===== config.mk =====
export PLATFORM = sky130hd
export DESIGN_NAME = sensor_scan_scheduler_flat
export DESIGN_NICKNAME = d
export VERILOG_FILES = /design/src/rtl/sensor_scan_if.sv /design/src/rtl/sensor_scan_scheduler.sv /design/src/flat_wrapper.sv
export SDC_FILE = /design/constraint.sdc
export NUM_CORES = 1
export LEC_CHECK = 0
export ABC_AREA = 1
export CAP_MARGIN = 20
export CORE_MARGIN = 2
export CORE_UTILIZATION = 53
export CTS_CLUSTER_DIAMETER = 80
export DETAILED_ROUTE_END_ITERATION = 6
export PLACE_DENSITY = 0.74
export SYNTH_ARGS = -nofsm -noshare
export SYNTH_HDL_FRONTEND = slang
export SYNTH_SLANG_ARGS = --single-unit

===== constraint.sdc =====
create_clock -name clk -period 1.7 [get_ports clk]
set_clock_uncertainty 0.1 [all_clocks]
set_input_delay 0.425 -clock clk [delete_from_list [all_inputs] [get_ports clk]]
set_output_delay 0.425 -clock clk [all_outputs]
set_load 0.02 [all_outputs]

===== src/rtl/sensor_scan_if.sv =====
// Signal bundle between the sensor scan scheduler and its surroundings.
// Latency: none, wires only.
// Backpressure: none. The trigger side uses a hold-until-done handshake (start_trigger/trigger_done).
// Ports: enable, trigger_done and echo_in go into the scheduler. start_trigger, sensor_sel,
//   busy and the meas_* result group come out of it.
interface sensor_scan_if #(
  parameter int NUM_SENSORS = 4,
  parameter int SEL_W       = 2,
  parameter int CNT_W       = 16
);
  logic                   enable;
  logic                   trigger_done;
  logic [NUM_SENSORS-1:0] echo_in;
  logic                   start_trigger;
  logic [SEL_W-1:0]       sensor_sel;
  logic                   busy;
  logic                   meas_valid;
  logic [SEL_W-1:0]       meas_sensor;
  logic [CNT_W-1:0]       meas_width;
  logic                   meas_timeout;

  // master: the scheduler itself
  modport master (
    input  enable, trigger_done, echo_in,
    output start_trigger, sensor_sel, busy,
    output meas_valid, meas_sensor, meas_width, meas_timeout
  );

  // slave: trigger generator, echo front end and result consumer
  modport slave (
    output enable, trigger_done, echo_in,
    input  start_trigger, sensor_sel, busy,
    input  meas_valid, meas_sensor, meas_width, meas_timeout
  );
endinterface


===== src/rtl/sensor_scan_scheduler.sv =====
// Round-robin ultrasonic scan. It fires the shared trigger generator for one sensor, then times
//   that sensor's echo. It emits one width-or-timeout result per sensor and then waits out a
//   ring-down holdoff before moving to the next sensor.
// Latency: an echo edge is seen 2 cycles after the raw line moves, because of the synchroniser.
//   The result strobe comes 1 cycle after the edge or timeout is detected.
// Backpressure: none. Results are one-cycle strobes. start_trigger is held until trigger_done.
// Ports: clk, reset_n (async, active low), bus (sensor_scan_if.master).
module sensor_scan_scheduler #(
  parameter int NUM_SENSORS    = 4,
  parameter int SEL_W          = 2,
  parameter int CNT_W          = 16,
  parameter int ECHO_TIMEOUT   = 30000,
  parameter int HOLDOFF_CYCLES = 500
) (
  input  logic          clk,
  input  logic          reset_n,
  sensor_scan_if.master bus
);

  localparam int               HOLD_W     = (HOLDOFF_CYCLES > 1) ? $clog2(HOLDOFF_CYCLES) : 1;
  localparam logic [CNT_W-1:0]  TIMER_LAST = CNT_W'(ECHO_TIMEOUT - 1);
  localparam logic [HOLD_W-1:0] HOLD_LAST  = HOLD_W'(HOLDOFF_CYCLES - 1);
  localparam logic [SEL_W-1:0]  PTR_LAST   = SEL_W'(NUM_SENSORS - 1);
  localparam logic [CNT_W-1:0]  WIDTH_MAX  = '1;

  typedef enum logic [2:0] {
    IDLE,
    TRIG,
    WAIT_RISE,
    MEASURE,
    HOLDOFF
  } state_t;

  state_t            state_q, state_d;
  logic [SEL_W-1:0]  ptr_q, ptr_d;
  logic [CNT_W-1:0]  timer_q, timer_d;
  logic [CNT_W-1:0]  width_q, width_d;
  logic [HOLD_W-1:0] hold_q, hold_d;
  logic              meas_valid_q, meas_valid_d;
  logic [SEL_W-1:0]  meas_sensor_q, meas_sensor_d;
  logic [CNT_W-1:0]  meas_width_q, meas_width_d;
  logic              meas_timeout_q, meas_timeout_d;

  // Two-flop synchroniser on the selected echo line, plus one more flop for edge detection.
  // echo_prev_q follows the synced level in every state. A line that is already high when
  // WAIT_RISE starts therefore gives no rising edge, so ring-down from the burst is ignored.
  logic echo_s1_q, echo_s2_q, echo_prev_q;
  logic echo_rise, echo_fall;
  logic [CNT_W-1:0] width_inc;

  assign echo_rise = echo_s2_q & ~echo_prev_q;
  assign echo_fall = ~echo_s2_q & echo_prev_q;
  assign width_inc = (width_q == WIDTH_MAX) ? width_q : width_q + CNT_W'(1);

  always_ff @(posedge clk or negedge reset_n) begin
    if (!reset_n) begin
      state_q        <= IDLE;
      ptr_q          <= '0;
      timer_q        <= '0;
      width_q        <= '0;
      hold_q         <= '0;
      meas_valid_q   <= 1'b0;
      meas_sensor_q  <= '0;
      meas_width_q   <= '0;
      meas_timeout_q <= 1'b0;
      echo_s1_q      <= 1'b0;
      echo_s2_q      <= 1'b0;
      echo_prev_q    <= 1'b0;
    end else begin
      state_q        <= state_d;
      ptr_q          <= ptr_d;
      timer_q        <= timer_d;
      width_q        <= width_d;
      hold_q         <= hold_d;
      meas_valid_q   <= meas_valid_d;
      meas_sensor_q  <= meas_sensor_d;
      meas_width_q   <= meas_width_d;
      meas_timeout_q <= meas_timeout_d;
      echo_s1_q      <= bus.echo_in[ptr_q];
      echo_s2_q      <= echo_s1_q;
      echo_prev_q    <= echo_s2_q;
    end
  end

  always_comb begin
    state_d        = state_q;
    ptr_d          = ptr_q;
    timer_d        = timer_q;
    width_d        = width_q;
    hold_d         = hold_q;
    meas_valid_d   = 1'b0;
    meas_sensor_d  = meas_sensor_q;
    meas_width_d   = meas_width_q;
    meas_timeout_d = meas_timeout_q;

    unique case (state_q)
      IDLE: begin
        if (bus.enable) state_d = TRIG;
      end

      TRIG: begin
        if (bus.trigger_done) begin
          timer_d = '0;
          state_d = WAIT_RISE;
        end
      end

      WAIT_RISE: begin
        timer_d = timer_q + CNT_W'(1);
        // The timeout has priority here. An edge seen on the very last cycle would leave no
        // room to measure anything.
        if (timer_q == TIMER_LAST) begin
          meas_valid_d   = 1'b1;
          meas_sensor_d  = ptr_q;
          meas_width_d   = '0;
          meas_timeout_d = 1'b1;
          hold_d         = '0;
          state_d        = HOLDOFF;
        end else if (echo_rise) begin
          width_d = CNT_W'(1);
          state_d = MEASURE;
        end
      end

      MEASURE: begin
        timer_d = timer_q + CNT_W'(1);
        if (echo_fall) begin
          // A falling edge beats a timeout that lands on the same cycle.
          meas_valid_d   = 1'b1;
          meas_sensor_d  = ptr_q;
          meas_width_d   = width_q;
          meas_timeout_d = 1'b0;
          hold_d         = '0;
          state_d        = HOLDOFF;
        end else if (timer_q == TIMER_LAST) begin
          // The echo is still high, so this last cycle counts toward the width.
          meas_valid_d   = 1'b1;
          meas_sensor_d  = ptr_q;
          meas_width_d   = width_inc;
          meas_timeout_d = 1'b1;
          hold_d         = '0;
          state_d        = HOLDOFF;
        end else begin
          width_d = width_inc;
        end
      end

      HOLDOFF: begin
        if (hold_q == HOLD_LAST) begin
          ptr_d   = (ptr_q == PTR_LAST) ? '0 : ptr_q + SEL_W'(1);
          state_d = bus.enable ? TRIG : IDLE;
        end else begin
          hold_d = hold_q + HOLD_W'(1);
        end
      end

      default: state_d = IDLE;
    endcase
  end

  assign bus.start_trigger = (state_q == TRIG);
  assign bus.busy          = (state_q != IDLE);
  assign bus.sensor_sel    = ptr_q;
  assign bus.meas_valid    = meas_valid_q;
  assign bus.meas_sensor   = meas_sensor_q;
  assign bus.meas_width    = meas_width_q;
  assign bus.meas_timeout  = meas_timeout_q;

endmodule

===== src/flat_wrapper.sv =====
// flat-port wrapper written by rule: the top's interface ports become plain ports
module sensor_scan_scheduler_flat 
#(
  parameter int NUM_SENSORS    = 4,
  parameter int SEL_W          = 2,
  parameter int CNT_W          = 16,
  parameter int ECHO_TIMEOUT   = 30000,
  parameter int HOLDOFF_CYCLES = 500
)
  (clk, reset_n, bus_enable, bus_trigger_done, bus_echo_in, bus_start_trigger, bus_sensor_sel, bus_busy, bus_meas_valid, bus_meas_sensor, bus_meas_width, bus_meas_timeout);
  sensor_scan_if #(.NUM_SENSORS(NUM_SENSORS), .SEL_W(SEL_W), .CNT_W(CNT_W)) bus_i ();
  input  logic clk;
  input  logic reset_n;
  input wire logic [$bits(bus_i.enable)-1:0] bus_enable;
  input wire logic [$bits(bus_i.trigger_done)-1:0] bus_trigger_done;
  input wire logic [$bits(bus_i.echo_in)-1:0] bus_echo_in;
  output wire logic [$bits(bus_i.start_trigger)-1:0] bus_start_trigger;
  output wire logic [$bits(bus_i.sensor_sel)-1:0] bus_sensor_sel;
  output wire logic [$bits(bus_i.busy)-1:0] bus_busy;
  output wire logic [$bits(bus_i.meas_valid)-1:0] bus_meas_valid;
  output wire logic [$bits(bus_i.meas_sensor)-1:0] bus_meas_sensor;
  output wire logic [$bits(bus_i.meas_width)-1:0] bus_meas_width;
  output wire logic [$bits(bus_i.meas_timeout)-1:0] bus_meas_timeout;
  assign bus_i.enable = bus_enable;
  assign bus_i.trigger_done = bus_trigger_done;
  assign bus_i.echo_in = bus_echo_in;
  assign bus_start_trigger = bus_i.start_trigger;
  assign bus_sensor_sel = bus_i.sensor_sel;
  assign bus_busy = bus_i.busy;
  assign bus_meas_valid = bus_i.meas_valid;
  assign bus_meas_sensor = bus_i.meas_sensor;
  assign bus_meas_width = bus_i.meas_width;
  assign bus_meas_timeout = bus_i.meas_timeout;
  sensor_scan_scheduler #(.NUM_SENSORS(NUM_SENSORS), .SEL_W(SEL_W), .CNT_W(CNT_W), .ECHO_TIMEOUT(ECHO_TIMEOUT), .HOLDOFF_CYCLES(HOLDOFF_CYCLES)) u_core (.clk(clk), .reset_n(reset_n), .bus(bus_i));
endmodule

==> summary.md, run 1 <==
| Metric | Value |
|---|---|
| Multi-input gate area | `~2400 µm²` |
| Utilization after layout | `72.9%` |
| Seq cells post-synth | `slightly below 70` |
| CTS buffer count | `9` |
| R2R Setup Slk | `0.01 ns` |
| WS Path Type | `flop to primary output` |
| Slew Viols, Final | `0` |
| Worst Hold Depth | `0` |
| Setup violators final | `1` |
| Worst-Skew Late Latency | `~0.36 ns` |
| Failing checks | `setup timing` |
| Critical Path Start Type | `flop` |
| Io pins | `32` |
| First-pass GRT wire length | `~20 mm` |
| Largest area contributor in the netlist | `dfrtp_1` |
| Mapped cell area | `4230 µm²` |
| Max Cap Viol | `0` |
| Hold Vio Cnt, Final | `0` |
| Met2 capacity usage during global routing | `between 40 and 50%` |
| Worst Path Required | `~1.2 ns` |
| Die H | `a little over 90 µm` |
| Post-DP HPWL | `between 8 and 9 mm` |
| Fillers | `roughly 600` |
| Final ANT Viol Nets | `0` |
| Non-filler cells in the finished layout | `between 800 and 900` |
| Worst-margin pin slew | `around 0.4 ns` |
| Top-area cell type share of the netlist area | `about two fifths` |
| Placed insts | `779` |
| Die X | `a little over 90 µm` |
| Initial DRC count | `368` |
| H-tree levels | `3` |
| RR Endpoint | `u_core.bus.sensor_sel[0]$_DFFE_PN0P_` |
| TritonCTS Sinks | `a little under 70` |
| Largest cells by area after synthesis | `dfrtp_1 41%, nand2_1 17%, nand3_1 6.4%, nor2_1 5.8%, inv_1 3.9%` |
| Vias in the first global route | `4,140` |
| Longest Clk Path Bufs | `2` |
| Hold wc startpoint | `u_core.echo_s1_q$_DFF_PN0_` |
| Slew headroom | `between 70% and 80%` |
| Port bufs | `31` |
| Ys async rst share | `100%` |
| Sequential fraction of the synthesis area | `roughly 41%` |
| DRC | `0` |
| Cell area after placement | `slightly above 5000 µm²` |
| First-pass DRT Iterations | `5` |
| Yosys cell types | `36` |
| Largest net degree at the start of global routing | `70` |
| Core area | `7730 µm²` |
| Initial core utilization | `approximately 55%` |
| Worst Hold End | `u_core.echo_s2_q$_DFF_PN0_` |
| Syn nets | `between 500 and 600` |
| Root buffer cell | `clkbuf_8` |
| Number of synthesized flops with an enable pin | `0` |
| Grt ovf | `0` |
| Area growth from synthesis to layout | `33.1%` |
| Power Dens Cells | `1290 nW/µm²` |
| Max VDD drop | `around 680 µV` |
| GPL Wtd Cong | `just over 1` |
| FF/Latch Area | `approximately 1700 µm²` |
| Status | `finished, violations left` |
| Initial antenna violation count | `0` |
| Die area | `approximately 8700 µm²` |
| Total wire length | `12.2 mm` |
| Fin crit share | `100%` |
| Max Freq | `~600 MHz` |
| Clk slew on worst S/H paths | `approximately 0.09 ns` |
| DR vias/cell | `around 5.5` |
| TritonCTS clock tree | `yes` |
| Mapped Avg Cell Area | `between 7 and 8 µm²` |
| Leakage | `2.80 nW` |
| Via count | `roughly 4,400` |
| Setup slack after layout | `-0.00774 ns` |
| Number of diodes | `0` |
| Worst R2R Start | `u_core.state_q[1]$_DFFE_PN0P_` |
| Fin crit period | `1.71 ns` |
| Count leader, synth | `nand2_1` |
| Hold WC Path Type | `flop to flop` |
| Most used DFF post-synth | `dfrtp_1` |
| Drt wl/cell | `around 15 µm` |
| Arrival time at the worst endpoint | `around 1.2 ns` |
| Final net count | `710` |
| RSZ-0062 raised after global routing | `true` |
| Finished Cell Area | `5630 µm²` |
| Crit path capture type | `primary output` |
| Worst Path Max Fanout | `3` |
| Cell count of the worst reg-to-reg path | `7` |
| Share of layout cells above drive strength 1 | `28.2%` |
| GR Layer Usage met3 | `around 4.4%` |
| Row count | `32` |
| Top cells by count, synth | `194 x nand2_1, 69 x dfrtp_1, 65 x nor2_1` |
| Mapped Cells | `587` |
| GRT Max-Usage Layer | `met2` |
| GR Util met1 | `between 40% and 50%` |
| Yosys warns | `0` |
| GRT Util Overall | `between 20% and 30%` |
flip-flops by register name, summed over array words and instances, names as in the netlist:
| name | flops |
|---|---|
| u_core.bus.meas_sensor | 2 |
| u_core.bus.meas_timeout | 1 |
| u_core.bus.meas_valid | 1 |
| u_core.bus.meas_width | 16 |
| u_core.bus.sensor_sel | 2 |
| u_core.echo_prev_q | 1 |
| u_core.echo_s1_q | 1 |
| u_core.echo_s2_q | 1 |
| u_core.hold_q | 9 |
| u_core.state_q | 3 |
| u_core.timer_q | 16 |
| u_core.width_q | 16 |
logic make-up after synthesis:
family / after synthesis / synth area share [%]
AND/OR/NAND/NOR: 369 / 39.4
buffers and inverters: 69 / 7.36
adder cells (fa/ha/maj): 4 / 1.18
flip-flops: 69 / 40.8
XOR/XNOR: 13 / 2.69
AO/OA/AOI/OAI: 63 / 8.58
area by class of cell:
cell class	count	area share, %
Timing Repair Buffer	112	16.8
Tap cell	102	2.27
Sequential cell	69	30.8
Clock buffer	9	2.20
Inverter	56	4.04
Multi-Input combinational cell	450	42.5
Clock inverter	7	1.42
worst max-delay path: stages (launching register included):
cell,delay [ns]
dfrtp_2,0.45
nor3_4,0.20
buf_4,0.17
per-layer routing:
metal	up-vias	share of wire, %
li1	2116	-
met1	2082	44
met2	189	47
met3	24	7.0
met4	0	2.1
met5	-	0
placed cells by master, fill, tap and decap left out, types with 3 or more instances in the layout:
cell	count
nand2_1	187
nand2_4	5
clkdlybuf4s50_1	6
or2_2	3
nand3_4	3
inv_2	11
nand3_1	50
o21ai_1	13
xor2_1	10
inv_6	4
a21oi_1	11
o211ai_1	3
dfrtp_2	6
o21ai_2	10
nor2_2	13
nor2_4	10
o22ai_1	3
nor2_1	47
nand2_2	19
inv_1	41
o21ai_0	16
dlygate4sd2_1	22
nor3_1	9
buf_12	3
clkbuf_8	9
buf_4	71
nand4_1	15
a21oi_2	5
buf_6	7
dfrtp_1	63
worst max path at each step:
stage | from | to | slack (ns) | depth (start not counted)
finish | u_core.state_q[1]$_DFFE_PN0P_ | bus_start_trigger | -0.008 | 2
CTS | u_core.state_q[1]$_DFFE_PN0P_ | bus_busy | -0.19 | 3
detailed placement | u_core.timer_q[0]$_DFFE_PN0P_ | u_core.state_q[1]$_DFFE_PN0P_ | -0.09 | 9
floorplan | u_core.timer_q[0]$_DFFE_PN0P_ | u_core.width_q[14]$_DFFE_PN0P_ | 0.02 | 8
global placement | bus_trigger_done | u_core.timer_q[4]$_DFFE_PN0P_ | -0.06 | 6
global route | u_core.timer_q[9]$_DFFE_PN0P_ | u_core.hold_q[4]$_DFFE_PN0P_ | -0.09 | 9
metrics by stage:
step / total power, mW / hold WS [ns] / setup WS, ns / TNS, ns
after floorplan: 4.19 / 0.0294 / 0.0157 / 0
after global placement: 5.55 / 0.240 / -0.0607 / -0.398
after detailed placement: 5.65 / 0.252 / -0.0950 / -1.17
after CTS: 7.04 / 0.264 / -0.186 / -0.186
after global routing: 7.71 / 0.273 / -0.0872 / -1.56
final: 7.28 / 0.260 / -0.00774 / -0.00774
power by group:
part           switching (mW)  total [mW]  internal (mW)
logic                    1.99        3.42           1.44
clock network           0.747        1.45          0.701
registers               0.350        2.41           2.06
repair_timing:
| action | CTS | global route |
|---|---|---|
| endpoints found under the hold margin | 49 | 0 |
| hold buffers | 1 | 0 |
| setup buffers | 2 | 6 |
| cloned | 0 | 1 |
| setup endpoints to repair | 60 | 63 |
| pin swaps | 1 | 12 |
| gates resized for setup | 40 | 64 |
(Power assumes the default switching activity.)
==> run 2: changes to the inputs <==
--- a/config.mk
+++ b/config.mk
@@ -7,6 +7,7 @@
 export LEC_CHECK = 0
 export ABC_AREA = 1
 export CAP_MARGIN = 20
+export CORE_ASPECT_RATIO = 1.1
 export CORE_MARGIN = 2
 export CORE_UTILIZATION = 53
 export CTS_CLUSTER_DIAMETER = 80
==> run 2 against run 1 <==
  * The run still ends with setup timing left
  * Die area is essentially flat
  * Final area grew 4.5%
  * Sequential share of layout area shrank 1.3 points
  * Clock power grew 11%
  * Utilization grew 2.3 points
  * Critical path type is now flop to flop
==> summary.md, run 2 (synthesis gave the netlist of run 1 again) <==
| Metric | Value |
|---|---|
| Initial DRC count | `~440` |
| Failing checks | `setup timing` |
| Comb pwr share | `48.7%` |
| Total wire length | `12.5 mm` |
| DRC | `0` |
| Crit. path cell count | `10` |
| Status | `finished, violations left` |
| TritonCTS Sinks | `slightly below 70` |
| Non-filler cells in the finished layout | `about 800` |
| Die H | `97.7 µm` |
| WP buf/inv | `4` |
| Longest Clk Path Bufs | `2` |
| Via count | `between 4,000 and 5,000` |
| Most frequent cells in the layout | `179 x nand2_1, 72 x buf_4, 64 x dfrtp_1` |
| First-pass GRT wire length | `20.5 mm` |
| Cell count of the worst reg-to-reg path | `10` |
| GRT Util Overall | `about 30%` |
| Clk slew on worst S/H paths | `about 0.090 ns` |
| RSZ-0062 raised after global routing | `true` |
| Crit path cell chain | `buf_6 > buf_6 > nand2_8 > buf_4 > nor2_2 > nand3_2 > nand2_8 > inv_8 > nand2_1 > nand2_1` |
| Multi-input gate area | `about 2500 µm²` |
| Leading cell type in the layout, fill and taps excluded | `nand2_1` |
| First-pass DRT Iterations | `5` |
| Initial antenna violation count | `0` |
| Worst Path Required | `1.85 ns` |
| Power Dens Cells | `1340 nW/µm²` |
| Number of diodes | `0` |
| Fin crit share | `104%` |
| Max Freq | `565 MHz` |
| Sw frac | `approximately two fifths` |
| Area growth from synthesis to layout | `39.1%` |
| Slew headroom | `between 70% and 80%` |
| Setup violators final | `37` |
| Arrival time at the worst endpoint | `roughly 1.9 ns` |
| Post-DP HPWL | `between 8 and 9 mm` |
| Vias in the first global route | `4,345` |
| Setup slack after layout | `-0.0711 ns` |
| Worst-margin pin slew | `0.392 ns` |
| H-tree levels | `3` |
| Share of layout cells above drive strength 1 | `29.0%` |
| Int Pwr | `between 4 and 5 mW` |
| Largest net degree at the start of global routing | `70` |
| WHS | `around 0.28 ns` |
| Worst-Skew Late Latency | `between 0.3 and 0.4 ns` |
| Worst Path Max Fanout | `17` |
| Final ANT Viol Nets | `0` |
| Grt ovf | `0` |
| CP peak stage delay | `around 0.41 ns` |
| Crit path capture type | `flop` |
| CP delay by family, top | `simple AND/OR/NAND/NOR gates` |
| Leakage | `approximately 3 nW` |
| Max Cap Viol | `0` |
| Initial core utilization | `54.0%` |
| Die X | `~90 µm` |
| Die area | `between 8000 and 9000 µm²` |
| Crit path max-delay cell type | `dfrtp_1` |
| Post-place setup slack | `-0.106 ns` |
| Slew Viols, Final | `0` |
| Placed insts | `about 800` |
| Worst Hold Depth | `0` |
| Max VDD drop | `approximately 1000 µV` |
| Port bufs | `31` |
| Fillers | `~560` |
| FF/Latch Area | `around 1700 µm²` |
| Net switching power | `about 3.3 mW` |
| Cell area after placement | `~5200 µm²` |
| Root buffer cell | `clkbuf_8` |
| Hold Vio Cnt, Final | `0` |
| GPL Wtd Cong | `a little under 1` |
| Drt wl/cell | `around 15 µm` |
| Sequential share of power | `between 30% and 40%` |
| Core area | `about 7800 µm²` |
| Row count | `34` |
| DR vias/cell | `between 5 and 6` |
| Finished Cell Area | `5880 µm²` |
| Clock power share | `between 20% and 30%` |
| WS Path Type | `flop to flop` |
| Fin crit period | `around 1.8 ns` |
| Final net count | `slightly above 700` |
| Critical Path Start Type | `flop` |
| Hold WC Path Type | `flop to flop` |
| TritonCTS clock tree | `yes` |
| CTS buffer count | `9` |
| Io pins | `32` |
## run 2: metrics by stage
step / total power, mW / TNS (ns) / util (%)
floorplan: 4.19 / 0 / -
global placement: 5.65 / -0.162 / 66.7
detailed placement: 5.76 / -2.23 / 66.7
CTS: 7.48 / -0.494 / 71.6
global route: 8.31 / -4.56 / 75.2
finish: 7.85 / -1.16 / 75.2
## run 2: path summary, 6_finish.rpt
check | endpoint | slack [ns] | from
max | u_core.bus.meas_width[1]$_DFFE_PN0P_ | -0.07 | u_core.state_q[1]$_DFFE_PN0P_
min | u_core.echo_s2_q$_DFF_PN0_ | 0.28 | u_core.echo_s1_q$_DFF_PN0_
max reg2reg | u_core.bus.meas_width[1]$_DFFE_PN0P_ | -0.07 | u_core.state_q[1]$_DFFE_PN0P_
min reg2reg | u_core.echo_s2_q$_DFF_PN0_ | 0.28 | u_core.echo_s1_q$_DFF_PN0_
max in group asynchronous | u_core.state_q[0]$_DFFE_PN0P_ | 0.64 | reset_n
min in group asynchronous | u_core.timer_q[2]$_DFFE_PN0P_ | 0.53 | reset_n
## run 2: routing by layer
| layer | vias to the layer above | GRT usage, % | wire, µm | part of all wire, % |
|---|---|---|---|---|
| met4 | 0 | 8.96 | 284 | 2.3 |
| met5 | - | 0 | 0 | 0 |
| met2 | 183 | 47.0 | 6080 | 49 |
| met1 | 2122 | 42.6 | 5380 | 43 |
| met3 | 34 | 4.25 | 766 | 6.1 |
| li1 | 2136 | - | - | - |
## run 2: what timing repair did
item	CTS	global route
cloned	1	0
hold buffers	1	0
buffers inserted	7	7
gates resized for setup	54	65
hold endpoints to repair	4	0
pin swaps	6	28
endpoints found under the setup margin	69	51
## run 2: cell type report
cell class	instances	share of cell area (%)
Clock buffer	9	2.11
Clock inverter	7	1.83
Inverter	56	3.85
Multi-Input combinational cell	449	42.2
Sequential cell	69	29.5
Tap cell	108	2.30
Timing Repair Buffer	120	18.3
## run 2: power groups by stage
stage          Clock [mW]  Combinational (mW)  Sequential [mW]
2_1_floorplan           0                1.59             2.60
3_3_place_gp            0                3.26             2.39
3_5_place_dp            0                3.35             2.42
4_1_cts              1.62                3.48             2.38
5_1_grt              1.70                4.15             2.46
6_report             1.61                3.83             2.42
==> run 3: changes to the inputs <==
--- a/config.mk
+++ b/config.mk
@@ -9,10 +9,11 @@
 export CAP_MARGIN = 20
 export CORE_ASPECT_RATIO = 1.1
 export CORE_MARGIN = 2
-export CORE_UTILIZATION = 53
+export CORE_UTILIZATION = 35
 export CTS_CLUSTER_DIAMETER = 80
 export DETAILED_ROUTE_END_ITERATION = 6
-export PLACE_DENSITY = 0.74
+export MAX_ROUTING_LAYER = met4
+export PLACE_DENSITY = 0.52
 export SYNTH_ARGS = -nofsm -noshare
 export SYNTH_HDL_FRONTEND = slang
 export SYNTH_SLANG_ARGS = --single-unit
==> run 3 against run 2 <==
  * The run ends with DRC, hold timing, setup timing left
  * Fmax grew 1.7%
  * Non-clock buffer count grew 17
  * Setup slack gained 0.030 ns
  * Register-to-register slack gained 0.12 ns
  * Combinational power shrank 2%
  * Via count shrank 2.7%
  * Clock-buffer cell count grew 2
  * Critical path type is now flop to primary output
  * Highest routed layer unchanged
==> summary.md, run 3 (synthesis gave the netlist of run 1 again) <==
| Metric | Value |
|---|---|
| Hold WC Path Type | `input port to asynchronous set/reset pin` |
| Hold-fix buffer count after cts | `0` |
| Longest Clk Path Bufs | `2` |
| Fin crit share | `102%` |
| Max Freq | `between 500 and 600 MHz` |
| GRT Util Overall | `between 20% and 30%` |
| Via count | `between 4,000 and 5,000` |
| RSZ-0062 raised after global routing | `true` |
| Initial core utilization | `a little over a third` |
| Leakage | `3.07 nW` |
| Failing checks | `DRC, hold timing, setup timing` |
| Fin crit period | `about 1.7 ns` |
| Worst R2R Start | `u_core.state_q[1]$_DFFE_PN0P_` |
| Worst Path Max Fanout | `3` |
| R2R Setup Slk | `roughly 0.05 ns` |
| Share of layout cells above drive strength 1 | `around 31%` |
| RR Endpoint | `u_core.width_q[11]$_DFFE_PN0P_` |
| Drt wl/cell | `14.0 µm` |
| Post-place setup slack | `-0.100 ns` |
| Final net count | `roughly 740` |
| Critical Path Start Type | `flop` |
| Largest net degree at the start of global routing | `70` |
| DRC | `1` |
| CTS buffer count | `9` |
| WS Path Type | `flop to primary output` |
| H-tree levels | `3` |
| WHS | `-0.00659 ns` |
| Row count | `42` |
| Setup violators final | `1` |
| Hold Vio Cnt, Final | `2` |
| Clk slew on worst S/H paths | `around 0.060 ns` |
| Initial antenna violation count | `0` |
| Area growth from synthesis to layout | `42.8%` |
| Core area | `roughly 12,000 µm²` |
| Root buffer cell | `clkbuf_16` |
| GPL Wtd Cong | `0.871` |
| Max Cap Viol | `0` |
| Port bufs | `31` |
| Crit path capture type | `primary output` |
| Vias in the first global route | `4,040` |
| Die area | `about 13,000 µm²` |
| Total wire length | `between 10 and 15 mm` |
| Leading cell type in the layout, fill and taps excluded | `nand2_1` |
| Setup slack after layout | `-0.0410 ns` |
| Max VDD drop | `roughly 620 µV` |
| Most frequent cells in the layout | `174 x nand2_1, 92 x buf_4, 66 x dfrtp_1` |
| Io pins | `32` |
| Slew headroom | `around three quarters` |
| TritonCTS Sinks | `69` |
| Die X | `around 110 µm` |
| Slew Viols, Final | `0` |
| Final ANT Viol Nets | `0` |
| First-pass DRT Iterations | `7` |
| First-pass GRT wire length | `between 15 and 20 mm` |
| Worst Path Required | `between 1 and 1.5 ns` |
| DR vias/cell | `between 4 and 5` |
| Die H | `between 100 and 150 µm` |
| Power consumption | `a little under 8 mW` |
| Number of diodes | `0` |
| Worst-margin pin slew | `between 0.3 and 0.4 ns` |
| Grt ovf | `0` |
| Arrival time at the worst endpoint | `between 1 and 1.5 ns` |
| Worst-Skew Late Latency | `approximately 0.34 ns` |
| Status | `finished, violations left` |
| TritonCTS clock tree | `yes` |
| Cell count of the worst reg-to-reg path | `10` |
| Power Dens Cells | `approximately 1300 nW/µm²` |
| Post-DP HPWL | `9.00 mm` |
| Initial DRC count | `about 220` |
==> run 3: cell count changes in the layout (fill, tap and decap cells not counted), sizes merged <==
cell / delta
bufinv: -2
buf: +18
inv: -1
dlygate4sd3: -1
nand2: +1
clkbuf: +2
==> run 3: worst max-delay path by stage <==
stage	slack, ns	to	from
after floorplan	0.02	u_core.width_q[14]$_DFFE_PN0P_	u_core.timer_q[0]$_DFFE_PN0P_
after detailed placement	-0.10	u_core.width_q[11]$_DFFE_PN0P_	u_core.timer_q[0]$_DFFE_PN0P_
after global routing	-0.07	bus_busy	u_core.state_q[1]$_DFFE_PN0P_
final	-0.04	bus_busy	u_core.state_q[1]$_DFFE_PN0P_
after global placement	-0.09	u_core.timer_q[6]$_DFFE_PN0P_	bus_trigger_done
after CTS	-0.02	bus_busy	u_core.state_q[1]$_DFFE_PN0P_
==> run 3: per-stage QoR <==
stage	utilization (%)	cells	setup TNS [ns]	hold slack, ns	instance area [µm²]
global route	50.6	881	-0.447	0.0456	6040
finish	50.6	881	-0.0410	-0.00659	6040
floorplan	-	587	0	0.0294	4240
global placement	45.0	850	-1.03	0.253	5370
detailed placement	45.0	850	-2.53	0.243	5370
CTS	47.6	870	-0.0238	0.0252	5680
==> run 3: repair_timing <==
action	in CTS	in global routing
cloned	0	1
pin swaps	2	37
gates resized for setup	41	80
endpoints found under the setup margin	74	53
endpoints found under the hold margin	0	0
buffers inserted	5	11
==> run 3: layer usage <==
metal,vias to the layer above,GRT usage (%),wire (µm)
met5,-,-,0
met4,0,5.05,106
li1,2172,-,-
met3,10,4.49,442
met2,65,30.4,5890
met1,2108,28.0,5910
==> run 3: final cells by class <==
cell class	instances	area (µm²)
Fill cell	1135	5890
Tap cell	154	193
Inverter	56	223
Multi-Input combinational cell	450	2460
Sequential cell	69	1730
Clock inverter	4	25.0
Clock buffer	11	243
Timing Repair Buffer	137	1170
==> run 3: where the power goes <==
part           total (mW)  internal (mW)  switching [mW]  leakage, nW
logic                3.74           1.67            2.07         2.02
registers            2.41           2.06           0.345        0.919
clock network        1.73           1.01           0.714        0.127
==> run 3: critical path, cell delays in order, from the launching register on <==
cell,delay [ns]
dfrtp_2,0.44
buf_6,0.13
nor2_4,0.11
nand2_2,0.07
buf_6,0.13
